### src/rtl/param_reg_stack_if.sv
// Bundles the stack opcode inputs and the stack/status outputs into one bus.
// Latency: none; plain wires between the issuing datapath and the stack.
// Backpressure: none; the stack accepts one op per clock unconditionally.
//
// Ports (as seen from the stack, slave modport):
//   op_valid/op/in_val  in   opcode strobe, 4-bit opcode, push operand
//   top/next            out  s[0] and s[1]
//   pop_data/pop_valid  out  last popped value and its one-cycle update pulse
//   depth/empty/full    out  valid entry count and its derived status
//   carry/err/err_sticky out add carry or sub borrow, reject pulse, latched reject
interface param_reg_stack_if #(
    parameter int WIDTH = 16,
    parameter int DEPTH = 10
);
    localparam int DW = $clog2(DEPTH + 1);

    logic             op_valid;
    logic [3:0]       op;
    logic [WIDTH-1:0] in_val;
    logic [WIDTH-1:0] top;
    logic [WIDTH-1:0] next;
    logic [WIDTH-1:0] pop_data;
    logic             pop_valid;
    logic [DW-1:0]    depth;
    logic             empty;
    logic             full;
    logic             carry;
    logic             err;
    logic             err_sticky;

    modport master (
        output op_valid, op, in_val,
        input  top, next, pop_data, pop_valid, depth, empty, full, carry, err, err_sticky
    );

    modport slave (
        input  op_valid, op, in_val,
        output top, next, pop_data, pop_valid, depth, empty, full, carry, err, err_sticky
    );
endinterface

### src/rtl/param_reg_stack.sv
// Register stack for the stack CPU datapath: push/pop/drop/add/sub/dup/swap/over.
// Latency: every op completes in one cycle; outputs reflect it after the next clk edge.
// Backpressure: none; illegal ops (over/underflow, undefined opcode) are rejected with err.
//
// Ports:
//   clk   in  rising-edge clock
//   rst   in  asynchronous active-high reset; clears all state
//   bus   slave modport of param_reg_stack_if (op inputs, stack and status outputs)
module param_reg_stack #(
    parameter int WIDTH = 16,
    parameter int DEPTH = 10
) (
    input  logic              clk,
    input  logic              rst,
    param_reg_stack_if.slave  bus
);
    localparam int DW = $clog2(DEPTH + 1);
    localparam logic [DW-1:0] DMAX = DW'(DEPTH);
    localparam logic [DW-1:0] ONE  = DW'(1);
    localparam logic [DW-1:0] TWO  = DW'(2);

    localparam logic [3:0] OP_NOP  = 4'b0000;
    localparam logic [3:0] OP_PUSH = 4'b1000;
    localparam logic [3:0] OP_POP  = 4'b0001;
    localparam logic [3:0] OP_DROP = 4'b0010;
    localparam logic [3:0] OP_ADD  = 4'b0011;
    localparam logic [3:0] OP_SUB  = 4'b0100;
    localparam logic [3:0] OP_DUP  = 4'b0101;
    localparam logic [3:0] OP_OVER = 4'b0110;
    localparam logic [3:0] OP_SWAP = 4'b0111;

    logic [WIDTH-1:0] stk_q [DEPTH];
    logic [WIDTH-1:0] stk_d [DEPTH];
    logic [WIDTH-1:0] up    [DEPTH];
    logic [WIDTH-1:0] down  [DEPTH];
    logic [DW-1:0]    depth_q, depth_d;
    logic [WIDTH-1:0] pop_data_q, pop_data_d;
    logic             pop_valid_q, pop_valid_d;
    logic             carry_q, carry_d;
    logic             err_q, err_d;
    logic             err_sticky_q, err_sticky_d;

    logic [WIDTH:0]   sum;
    logic [WIDTH-1:0] diff;
    logic             borrow;
    logic             has1, has2, room, ok;

    // Shifted views of the stack. s[0] of 'up' is replaced by the op's new top;
    // 'down' zero-fills the bottom so entries beyond depth stay 0.
    always_comb begin
        up[0] = '0;
        for (int k = 1; k < DEPTH; k++) up[k] = stk_q[k-1];
    end

    always_comb begin
        down[DEPTH-1] = '0;
        for (int k = 0; k < DEPTH - 1; k++) down[k] = stk_q[k+1];
    end

    assign sum    = {1'b0, stk_q[1]} + {1'b0, stk_q[0]};
    assign diff   = stk_q[1] - stk_q[0];
    assign borrow = stk_q[1] < stk_q[0];

    assign has1 = depth_q != '0;
    assign has2 = depth_q >= TWO;
    assign room = depth_q != DMAX;

    // All state changes sit behind 'ok', so a rejected op leaves everything but
    // err/err_sticky untouched.
    always_comb begin
        stk_d        = stk_q;
        depth_d      = depth_q;
        pop_data_d   = pop_data_q;
        pop_valid_d  = 1'b0;
        carry_d      = carry_q;
        err_d        = 1'b0;
        err_sticky_d = err_sticky_q;
        ok           = 1'b1;
        if (bus.op_valid) begin
            case (bus.op)
                OP_NOP: ok = 1'b1;
                OP_PUSH: begin
                    ok = room;
                    if (ok) begin
                        stk_d    = up;
                        stk_d[0] = bus.in_val;
                        depth_d  = depth_q + ONE;
                    end
                end
                OP_POP, OP_DROP: begin
                    ok = has1;
                    if (ok) begin
                        stk_d   = down;
                        depth_d = depth_q - ONE;
                        if (bus.op == OP_POP) begin
                            pop_data_d  = stk_q[0];
                            pop_valid_d = 1'b1;
                        end
                    end
                end
                OP_ADD, OP_SUB: begin
                    ok = has2;
                    if (ok) begin
                        stk_d   = down;
                        depth_d = depth_q - ONE;
                        if (bus.op == OP_ADD) begin
                            stk_d[0] = sum[WIDTH-1:0];
                            carry_d  = sum[WIDTH];
                        end else begin
                            stk_d[0] = diff;
                            carry_d  = borrow;
                        end
                    end
                end
                OP_DUP: begin
                    ok = has1 && room;
                    if (ok) begin
                        stk_d    = up;
                        stk_d[0] = stk_q[0];
                        depth_d  = depth_q + ONE;
                    end
                end
                OP_OVER: begin
                    ok = has2 && room;
                    if (ok) begin
                        stk_d    = up;
                        stk_d[0] = stk_q[1];
                        depth_d  = depth_q + ONE;
                    end
                end
                OP_SWAP: begin
                    ok = has2;
                    if (ok) begin
                        stk_d[0] = stk_q[1];
                        stk_d[1] = stk_q[0];
                    end
                end
                default: ok = 1'b0;
            endcase
            if (!ok) begin
                err_d        = 1'b1;
                err_sticky_d = 1'b1;
            end
        end
    end

    always_ff @(posedge clk or posedge rst) begin
        if (rst) begin
            for (int k = 0; k < DEPTH; k++) stk_q[k] <= '0;
            depth_q      <= '0;
            pop_data_q   <= '0;
            pop_valid_q  <= 1'b0;
            carry_q      <= 1'b0;
            err_q        <= 1'b0;
            err_sticky_q <= 1'b0;
        end else begin
            stk_q        <= stk_d;
            depth_q      <= depth_d;
            pop_data_q   <= pop_data_d;
            pop_valid_q  <= pop_valid_d;
            carry_q      <= carry_d;
            err_q        <= err_d;
            err_sticky_q <= err_sticky_d;
        end
    end

    assign bus.top        = stk_q[0];
    assign bus.next       = stk_q[1];
    assign bus.pop_data   = pop_data_q;
    assign bus.pop_valid  = pop_valid_q;
    assign bus.depth      = depth_q;
    assign bus.empty      = depth_q == '0;
    assign bus.full       = depth_q == DMAX;
    assign bus.carry      = carry_q;
    assign bus.err        = err_q;
    assign bus.err_sticky = err_sticky_q;
endmodule

### src/flat_wrapper.sv
// flat-port wrapper written by rule: the top's interface ports become plain ports
module param_reg_stack_flat 
#(
    parameter int WIDTH = 16,
    parameter int DEPTH = 10
)
  (clk, rst, bus_op_valid, bus_op, bus_in_val, bus_top, bus_next, bus_pop_data, bus_pop_valid, bus_depth, bus_empty, bus_full, bus_carry, bus_err, bus_err_sticky);
  param_reg_stack_if #(.WIDTH(WIDTH), .DEPTH(DEPTH)) bus_i ();
  input  logic clk;
  input  logic rst;
  input wire logic [$bits(bus_i.op_valid)-1:0] bus_op_valid;
  input wire logic [$bits(bus_i.op)-1:0] bus_op;
  input wire logic [$bits(bus_i.in_val)-1:0] bus_in_val;
  output wire logic [$bits(bus_i.top)-1:0] bus_top;
  output wire logic [$bits(bus_i.next)-1:0] bus_next;
  output wire logic [$bits(bus_i.pop_data)-1:0] bus_pop_data;
  output wire logic [$bits(bus_i.pop_valid)-1:0] bus_pop_valid;
  output wire logic [$bits(bus_i.depth)-1:0] bus_depth;
  output wire logic [$bits(bus_i.empty)-1:0] bus_empty;
  output wire logic [$bits(bus_i.full)-1:0] bus_full;
  output wire logic [$bits(bus_i.carry)-1:0] bus_carry;
  output wire logic [$bits(bus_i.err)-1:0] bus_err;
  output wire logic [$bits(bus_i.err_sticky)-1:0] bus_err_sticky;
  assign bus_i.op_valid = bus_op_valid;
  assign bus_i.op = bus_op;
  assign bus_i.in_val = bus_in_val;
  assign bus_top = bus_i.top;
  assign bus_next = bus_i.next;
  assign bus_pop_data = bus_i.pop_data;
  assign bus_pop_valid = bus_i.pop_valid;
  assign bus_depth = bus_i.depth;
  assign bus_empty = bus_i.empty;
  assign bus_full = bus_i.full;
  assign bus_carry = bus_i.carry;
  assign bus_err = bus_i.err;
  assign bus_err_sticky = bus_i.err_sticky;
  param_reg_stack #(.WIDTH(WIDTH), .DEPTH(DEPTH)) u_core (.clk(clk), .rst(rst), .bus(bus_i));
endmodule
### config.mk
export PLATFORM = sky130hd
export DESIGN_NAME = param_reg_stack_flat
export DESIGN_NICKNAME = d
export VERILOG_FILES = /design/src/rtl/param_reg_stack_if.sv /design/src/rtl/param_reg_stack.sv /design/src/flat_wrapper.sv
export SDC_FILE = /design/constraint.sdc
export NUM_CORES = 1
export LEC_CHECK = 0
export CAP_MARGIN = 10
export CORE_MARGIN = 8
export CORE_UTILIZATION = 40
export CTS_CLUSTER_SIZE = 20
export DETAILED_ROUTE_END_ITERATION = 12
export GPL_TIMING_DRIVEN = 0
export SETUP_SLACK_MARGIN = 0.4
export SLEW_MARGIN = 20
export SYNTH_ARGS = -nofsm -noshare
export SYNTH_HDL_FRONTEND = slang
export SYNTH_SLANG_ARGS = --single-unit
### constraint.sdc
create_clock -name clk -period 5.3 [get_ports clk]
set_input_delay 0.795 -clock clk [delete_from_list [all_inputs] [get_ports clk]]
set_output_delay 0.795 -clock clk [all_outputs]
set_load 0.03 [all_outputs]
== Word level (Yosys, flattened, before mapping) ==
Index checks and enable logic that the tools add are counted.

* Multiplexer cells: 24
* Order comparisons: 2
* Equal/unequal tests: 16
* Bitwise logic cells: 2
* Add/subtract/negate cells: 4
* Reductions and logical operators: 17

{| class="wikitable"
|+ Operator list
! kind !! count
|-
| two-way mux 160 bit || 4
|-
| one-hot mux 128 bit (5 select lines) || 1
|-
| one-hot mux 32 bit (6 select lines) || 1
|-
| two-way mux 144 bit || 1
|-
| two-way mux 32 bit || 1
|-
| two-way mux 4 bit || 5
|-
| one-hot mux 4 bit (5 select lines) || 1
|-
| adder 16 x 16 -> 17 bit || 1
|-
| == test 4 x 3 -> 1 bit, second input constant || 4
|-
| < comparator 16 bit || 1
|-
| two-way mux 16 bit || 1
|-
| AND reduction 8 bit || 2
|-
| subtractor 16 bit || 1
|-
| inequality test 2 x 1 -> 1 bit, second input constant || 6
|-
| nonzero test 5 bit || 2
|-
| == test 4 x 2 -> 1 bit, second input constant || 2
|-
| == test 4 bit, second input constant || 2
|-
| zero test 4 bit || 2
|-
| two-way mux 1 bit || 8
|-
| AND reduction 7 bit || 1
|-
| one-hot mux 1 bit (6 select lines) || 1
|-
| nonzero test 6 bit || 1
|-
| adder 4 x 1 -> 4 bit, second input constant || 1
|-
| == test 4 x 1 -> 1 bit, second input constant || 1
|-
| 11 further kinds || 14
|}

* Word-level logic and storage cells: 81
* Register bits: 184
* Output and inout bits: 58

== Depth between registers and ports, before layout ==
Gate-level depths: netlist of the first run.

* Depth in word-level cells: 6
* Mapped depth: 13
* Depth with buffers taken out: 11

== Worst setup path before layout of the first run ==
OpenSTA, ideal clock, no wires.

* Kind: input port to flip-flop
* Start point: input bus_op[1]
* End point: register u_core.depth_q[3], in the netlist u_core.bus.depth[3]
* Stages: 13
* Arrival: 3,028 ps
* Buffers on the path: 4
* Setup slack: 2,133 ps
* Path through: buf_2 buf_4 o21ai_0 or3b_1 buf_2 inv_2 clkbuf_1 ha_1 a21o_1 a21oi_1 xnor2_1 nand2_1 xnor2_1

* Word-level cells in the longest chain between the ends: 4

{| class="wikitable"
|+ RTL lines
! element !! line !! text
|-
| from (decl) || flat_wrapper.sv:12 || <nowiki>input wire logic [$bits(bus_i.op)-1:0] bus_op;</nowiki>
|-
| == test 4 x 2 -> 1 bit (tied with other cells) || param_reg_stack.sv:80 || <nowiki>case (bus.op)</nowiki>
|-
| OR reduction 2 bit || param_reg_stack.sv:80 ||
|-
| nonzero test 5 bit (no source line) or inequality test 2 x 1 -> 1 bit (tied branches) || n/a ||
|-
| AND reduction 7 bit (no source line) || n/a ||
|-
| to (signal assigned) || param_reg_stack.sv:158 || <nowiki>depth_q <= depth_d;</nowiki>
|-
| to (decl) || param_reg_stack.sv:36 || <nowiki>logic [DW-1:0] depth_q, depth_d;</nowiki>
|}

Parallel ways exist; a longest one is shown, timed or not.
A chain may end at the register's enable or synchronous reset.

== Final worst setup path of the first run ==
* Start point: input bus_op[3]
* End point: register u_core.depth_q[3], in the netlist u_core.bus.depth[3]

Same word-level chain as after synthesis.

==> metrics, run 1 <==
outcome=finished clean; DP HPWL=roughly 24000 um; DRC=0; IO buf count=79; # diodes=0; core area=roughly 0.025 mm2; total of max-cap violations=0; hold path startpoint=u_core.bus.err_sticky; worst slack, placed=roughly 1.3 ns; initial antenna violation count=0; worst path required time=5.62 ns; DR WL/cell=18.8 um; #FFs+latches synth=between 150 and 200; Post-synth top flop=dfrtp_1; Initial Util=0.408; unrepaired setup endpoints after global routing=no; Clock transition at path regs=~0.080 ns; final setup vio count=0; CP Cell Sequence=clkdlybuf4s50_1 > clkbuf_1 > or3b_1 > buf_2 > inv_2 > clkbuf_1 > ha_1 > a21o_1 > a21oi_1 > xnor2_1 > nand2_1 > xnor2_1; largest net degree at the start of global routing=33; grt total ovfl=0; number of global-route vias before repair=roughly 9k; PD cells=625 mW/mm2; CP top delay family=buffers and inverters; Final period util=0.679; placed insts=1643; die footprint=0.0312 mm2; CP startpoint=bus_op[3]; crit-path max cell delay=0.53 ns; ANT nets after route=0; Syn Area/Cell=8.40 um2; Worst Path Arrival=between 3 and 4 ns; setup_tns=0 ns; First-pass DRT Iterations=5; CTS max path bufs=2; Cell Rows=58; P_leak=0.00537 uW; vias per cell=between 5 and 6; clk sinks=184; Yosys Warn Count=0; vias=9379; 1st-iter DRT viols=861; crit path buf inv count=5; DRT Wirelength=31600 um; H-tree levels=4; CTS Buf Count=17; Synthesized Nets=1288; clk_lat worst skew=0.44 ns; CTS tree=done; async set-or-reset flop fraction in the synthesized netlist=1.00; CP startpoint kind=input pin; placer congestion estimate=0.894; Hold Buf Count CTS=0; nets@finish=1393; CTS-repair resized insts=0; Root Buffer Master=clkbuf_16; final cell count without fillers=~1.7k; final hold violation count=0; Post CTS Setup Buffer Count=0; crit end category=register; Crit-path slowest cell=clkdlybuf4s50_1; area delta synth->final=18.8%; Max-slew headroom=0.440; final setup margin=1.70 ns; Hold Path Class=reg2reg; first-pass GRT wire length=51100 um; critical path class=in2reg; layout cell share with drive strength beyond 1=0.105; crit path max fanout=12; Fmax=around 280 MHz; Critical R2R Launch=u_core.bus.top[8]; Mapped Area=between 0.01 and 0.015 mm2; number of synthesized flops with an enable pin=0; # IOs=81; worst vdd ir=approximately 0.32 mV; Clock Skew=0.0186 ns; Worst-Margin Slew=0.829 ns; GRT Util Overall=0.205; Tmin final=between 3 and 4 ns; Die Ht=between 150 and 200 um; final slew viol count=0; synth unique cells=66; sequential cell area fraction in the yosys report=0.447; Die W=176 um; Syn Inst Count=1227
placed cells by master, fill, tap and decap left out, types with 4 or more instances in the layout:
| cell | synthesis | layout |
|---|---|---|
| a31oi_1 | 135 | 135 |
| nand4_1 | 4 | 4 |
| a21oi_1 | 33 | 33 |
| clkinvlp_4 | 0 | 4 |
| ha_1 | 35 | 35 |
| buf_4 | 22 | 22 |
| o21ai_0 | 34 | 34 |
| xnor2_1 | 14 | 14 |
| clkbuf_16 | 0 | 17 |
| o311ai_0 | 4 | 4 |
| buf_2 | 34 | 34 |
| inv_8 | 0 | 4 |
| nor2b_1 | 8 | 8 |
| mux2_2 | 16 | 16 |
| nand3_1 | 25 | 25 |
| nand2_1 | 287 | 287 |
| a211o_1 | 4 | 4 |
| clkdlybuf4s50_1 | 0 | 79 |
| a222oi_1 | 8 | 8 |
| o21ai_1 | 14 | 14 |
| nor2_1 | 164 | 164 |
| a211oi_1 | 5 | 5 |
| o211ai_1 | 10 | 10 |
| buf_12 | 0 | 5 |
| nor3_1 | 13 | 13 |
| dfrtp_1 | 184 | 184 |
| xor2_1 | 5 | 5 |
| buf_6 | 15 | 15 |
| inv_1 | 49 | 48 |
| clkbuf_1 | 32 | 33 |
| a221oi_1 | 6 | 6 |
synthesized netlist by cell type (all sizes together), types with 2 or more instances:
cell     instances  area share
a221oi           6      0.0051
o31ai            2      0.0015
a22oi            2      0.0015
a222oi           8      0.0078
a21o             4      0.0030
inv             50       0.018
nor4             4      0.0030
nand2          287        0.10
nor2           164       0.060
nand4            4      0.0024
nor3            14      0.0073
and3             4      0.0029
dfrtp          184        0.45
xnor2           14       0.012
or2              3      0.0018
xor2             5      0.0042
a211o            4      0.0034
ha              35       0.043
o21a             2      0.0015
a31oi          136       0.083
o22ai            3      0.0018
mux2            17       0.019
a2bb2oi          2      0.0017
buf             74       0.050
fa               3      0.0058
nor2b            8      0.0049
o21ai           49       0.024
o21bai           4      0.0040
o311ai           4      0.0034
mux2i            2      0.0019
or3              3      0.0018
nand2b           3      0.0018
a211oi           5      0.0036
a21oi           33       0.016
clkbuf          32       0.012
a21boi           3      0.0022
o211ai          10      0.0073
nand3           25       0.012
per-stage QoR:
step	hold WS, ns	area [um2]	utilization	total power (uW)
after floorplan	0.492	10300	-	5130
after global placement	0.455	11500	0.456	6340
after detailed placement	0.482	11700	0.462	6400
after CTS	0.500	12200	0.485	7670
after global routing	0.517	12200	0.485	8200
final	0.483	12200	0.485	7640
cells by family (layout without fill, tap and decap cells):
logic type / count (synthesis) / after routing / share of synthesized area
and+or+nand+nor: 523 / 523 / 0.206
AOI/OAI and AO/OA: 288 / 288 / 0.181
DFF: 184 / 184 / 0.447
buffers and inverters: 156 / 274 / 0.0799
adders and majority gates: 38 / 38 / 0.0483
xor gates and xnor gates: 19 / 19 / 0.0162
muxes: 19 / 19 / 0.0209
worst reg2reg max path: stages, from the launching register on:
cell and delay (ns):
dfrtp_1 0.46, inv_1 0.07, ha_1 0.27, clkbuf_1 0.21, inv_1 0.12, a21oi_1 0.09, o311ai_0 0.71, nor4_1 0.10
o211ai_1 0.26, xnor2_1 0.11, a221oi_1 0.30, a211oi_1 0.09
layer usage:
layer,wire length (um),track usage
met5,0,0
met4,330,0.0476
met3,2080,0.0412
met2,13800,0.301
met1,15300,0.303
power by group:
group | switching (uW) | internal (uW) | leakage, uW | total, uW
Sequential | 720 | 2040 | 0.00208 | 2760
Combinational | 2090 | 1540 | 0.00301 | 3630
Clock | 619 | 636 | 0.000271 | 1260
Total | 3430 | 4220 | 0.00537 | 7640
flip-flops by register name (all words and copies together) (netlist names):
register / count
u_core.bus.pop_data: 16
u_core.bus.carry: 1
u_core.bus.err: 1
u_core.bus.depth: 4
u_core.down: 128
u_core.bus.next: 16
u_core.bus.pop_valid: 1
u_core.bus.err_sticky: 1
u_core.bus.top: 16
layout make-up:
type                    instances  area [um2]
well taps                     330         413
repair buffers                 86         946
inverters                      50         191
clock buffers                  19         443
clock inverters                13         128
multi-input cells             887        4880
flip-flops and latches        184        4600
plain buffers                 106         636
fillers                      2492       13000
worst paths after layout:
kind,endpoint,slack [ns],cells after the start
worst max-delay path,u_core.bus.depth[3],1.70,12
worst min-delay path,u_core.bus.err_sticky,0.48,1
worst max register to register,u_core.bus.top[13],2.40,11
worst min register to register,u_core.bus.err_sticky,0.48,1
max in group asynchronous,u_core.down[130],3.69,5
min in group asynchronous,u_core.down[33],0.71,2
No activity file was read; power rests on OpenSTA's default activity.
==> run 2, diff against run 1 <==
==> constraint.sdc (replaced) <==
create_clock -name clk -period 3.6 [get_ports clk]
set_input_delay 0.54 -clock clk [delete_from_list [all_inputs] [get_ports clk]]
set_output_delay 0.54 -clock clk [all_outputs]
set_load 0.03 [all_outputs]
==> run 2 against run 1 <==
Cell count unchanged. Wire length barely moved. Register-to-register slack worse by 1.7 ns. Clock power grew 47%. Core utilization barely moved.
==> metrics, run 2 (synthesized netlist as in run 1, its figures left out) <==
outcome=finished clean (unchanged); Hold Path Class=in2async (was reg2reg); crit path max fanout=12 (unchanged); Root Buffer Master=clkbuf_16 (unchanged); Fmax=328 MHz; clk sinks=184 (unchanged); core area=0.0253 mm2 (unchanged); setup_tns=0 ns (unchanged); Die Ht=176 um (unchanged); # IOs=81 (unchanged); vias=9364 (was 9379); die footprint=0.0312 mm2 (unchanged); cell mode on critical path=xnor2_1; First-pass DRT Iterations=6 (was 5); Net Switching=5060 uW (was 3430 uW); Reg2Reg Setup Slack=0.73 ns (was 2.40 ns); worst vdd ir=0.471 mV (was 0.320 mV); number of global-route vias before repair=9002 (unchanged); Tmin final=between 3 and 4 ns; nets@finish=1393 (unchanged); vias per cell=5.59 (was 5.60); critical path class=in2reg (unchanged); CTS tree=done (unchanged); total of max-cap violations=0 (unchanged); DRC=0 (unchanged); Critical R2R Launch=u_core.bus.top[0] (was u_core.bus.top[8]); CTS max path bufs=2 (unchanged); met1 Use GR=0.303 (unchanged); sequential power share=0.360 (was 0.361); unrepaired setup endpoints after global routing=yes (was no); reg2reg end=u_core.bus.top[12] (was u_core.bus.top[13]); layout cell share with drive strength beyond 1=0.106 (was 0.105); M2 GR Usage=0.301 (unchanged); final slew viol count=0 (unchanged); crit-path max cell delay=0.54 ns (was 0.53 ns); H-tree levels=4 (unchanged); Sw Ratio=0.449 (was 0.448); PD cells=920 mW/mm2 (was 625 mW/mm2); DR WL/cell=18.8 um (about the same); 1st-iter DRT viols=874 (was 861); Crit-path slowest cell=clkdlybuf4s50_1 (unchanged); most frequent cells in the layout=287 x nand2_1, 184 x dfrtp_1, 164 x nor2_1, 135 x a31oi_1, 79 x clkdlybuf4s50_1 (unchanged); Post CTS Setup Buffer Count=0 (unchanged); Sequential Area=0.00460 mm2 (unchanged); Multi-input gate area=0.00488 mm2 (about the same); Logic pwr share=0.476 (was 0.475); most crowded layer after global routing=met1 (unchanged); Clock Skew=0.0189 ns (was 0.0186 ns); first-pass GRT wire length=51100 um (unchanged); area delta synth->final=18.8% (about the same); grt total ovfl=0 (unchanged); Max-slew headroom=0.503 (was 0.440); P_leak=0.00537 uW (about the same); Final period util=0.848; GRT Util Overall=0.205 (unchanged); commonest non-fill, non-tap cell in the layout=nand2_1 (unchanged); CP top delay family=buffers and inverters (unchanged); met3 Track Usage GR=0.0412 (unchanged); largest net degree at the start of global routing=33 (unchanged); CP Cell Sequence=clkdlybuf4s50_1 > clkbuf_1 > or3b_1 > buf_2 > inv_2 > clkbuf_2 > ha_1 > a21o_1 > a21oi_1 > xnor2_1 > nand2_1 > xnor2_1 (was clkdlybuf4s50_1 > clkbuf_1 > or3b_1 > buf_2 > inv_2 > clkbuf_1 > ha_1 > a21o_1 > a21oi_1 > xnor2_1 > nand2_1 > xnor2_1); DRT Wirelength=31600 um (about the same); crit path buf inv count=5 (unchanged); crit end category=register (unchanged); Core Util, Final=0.485 (about the same); DP HPWL=24100 um (unchanged); R2R depth=10 (was 11); clk_lat worst skew=0.44 ns (about the same); final setup vio count=0 (unchanged); Hold Buf Count CTS=0 (unchanged); IO buf count=79 (unchanged); Worst Path Arrival=3.38 ns (was 3.92 ns); placer congestion estimate=0.894 (unchanged); worst path required time=3.93 ns (was 5.62 ns); Clock transition at path regs=0.08 ns (about the same); initial antenna violation count=0 (unchanged); P_int=6210 uW (was 4220 uW); Worst-Margin Slew=0.741 ns (was 0.829 ns); Hold Slack=0.457 ns (was 0.483 ns); CTS Buf Count=17 (unchanged); ANT nets after route=0 (unchanged); Cell Rows=58 (unchanged); Initial Util=0.408 (unchanged); # diodes=0 (unchanged); final hold violation count=0 (unchanged); CP startpoint kind=input pin (unchanged); Largest register FFs=128 (unchanged); Clock Power Share=0.164 (about the same); Die W=176 um (unchanged); # fillers=2491 (was 2492)
[run 2: area by class of cell]
type,instances,area share
well taps,330,0.0337
flip-flops and latches,184,0.376
inverters,50,0.0156
clock inverters,13,0.0104
clock buffers,19,0.0362
multi-input cells,887,0.399
plain buffers,106,0.0520
repair buffers,86,0.0773
[run 2: how the worst max path moves through the flow]
stage               from                      to  slack [ns]  cells past startpoint
2_1_floorplan  bus_op[1]     u_core.bus.depth[3]        0.69                     13
5_1_grt        bus_op[3]     u_core.bus.depth[3]        0.39                     12
3_5_place_dp   bus_op[3]     u_core.bus.depth[3]       -0.16                     12
4_1_cts        bus_op[3]     u_core.bus.depth[3]        0.56                     12
3_3_place_gp         rst  u_core.bus.pop_data[3]       -1.06                      2
6_report       bus_op[3]     u_core.bus.depth[3]        0.55                     12
[run 2: power groups by stage]
stage                     Combinational, uW  Sequential, uW  Clock [uW]
after global placement                 5270            4070           0
final                                  5360            4060        1850
after global routing                   5920            4200        1970
after floorplan                        3490            4070           0
after detailed placement               5330            4090           0
after CTS                              5350            4060        1880
[run 2: routing by layer]
layer | up-vias | part of all wire
met1 | 4618 | 0.49
met3 | 26 | 0.067
met5 | - | 0
met4 | 0 | 0.010
li1 | 4419 | -
met2 | 301 | 0.44
[run 2: per-stage QoR]
stage               std cells  area, um2  worst slack (ns)  power (uW)
floorplan                1227      10300             0.688        7560
global placement         1636      11500             -1.06        9340
detailed placement       1643      11700            -0.158        9420
CTS                      1675      12200             0.560       11300
global route             1675      12200             0.385       12100
finish                   1675      12200             0.549       11300
[run 2: repair_timing]
item,4_1_cts,5_1_grt
gates resized for setup,1,2
pin swaps,0,0
setup endpoints to repair,1,2
[run 2: worst reg2reg max path: cells and delay by family, from the launching register on]
kind / cells / cell delay, ns
AO/OA/AOI/OAI: 6 / 1.53
flip-flops: 1 / 0.48
adder cells (fa/ha/maj): 2 / 0.48
AND/OR/NAND/NOR: 1 / 0.19
buffers and inverters: 1 / 0.07
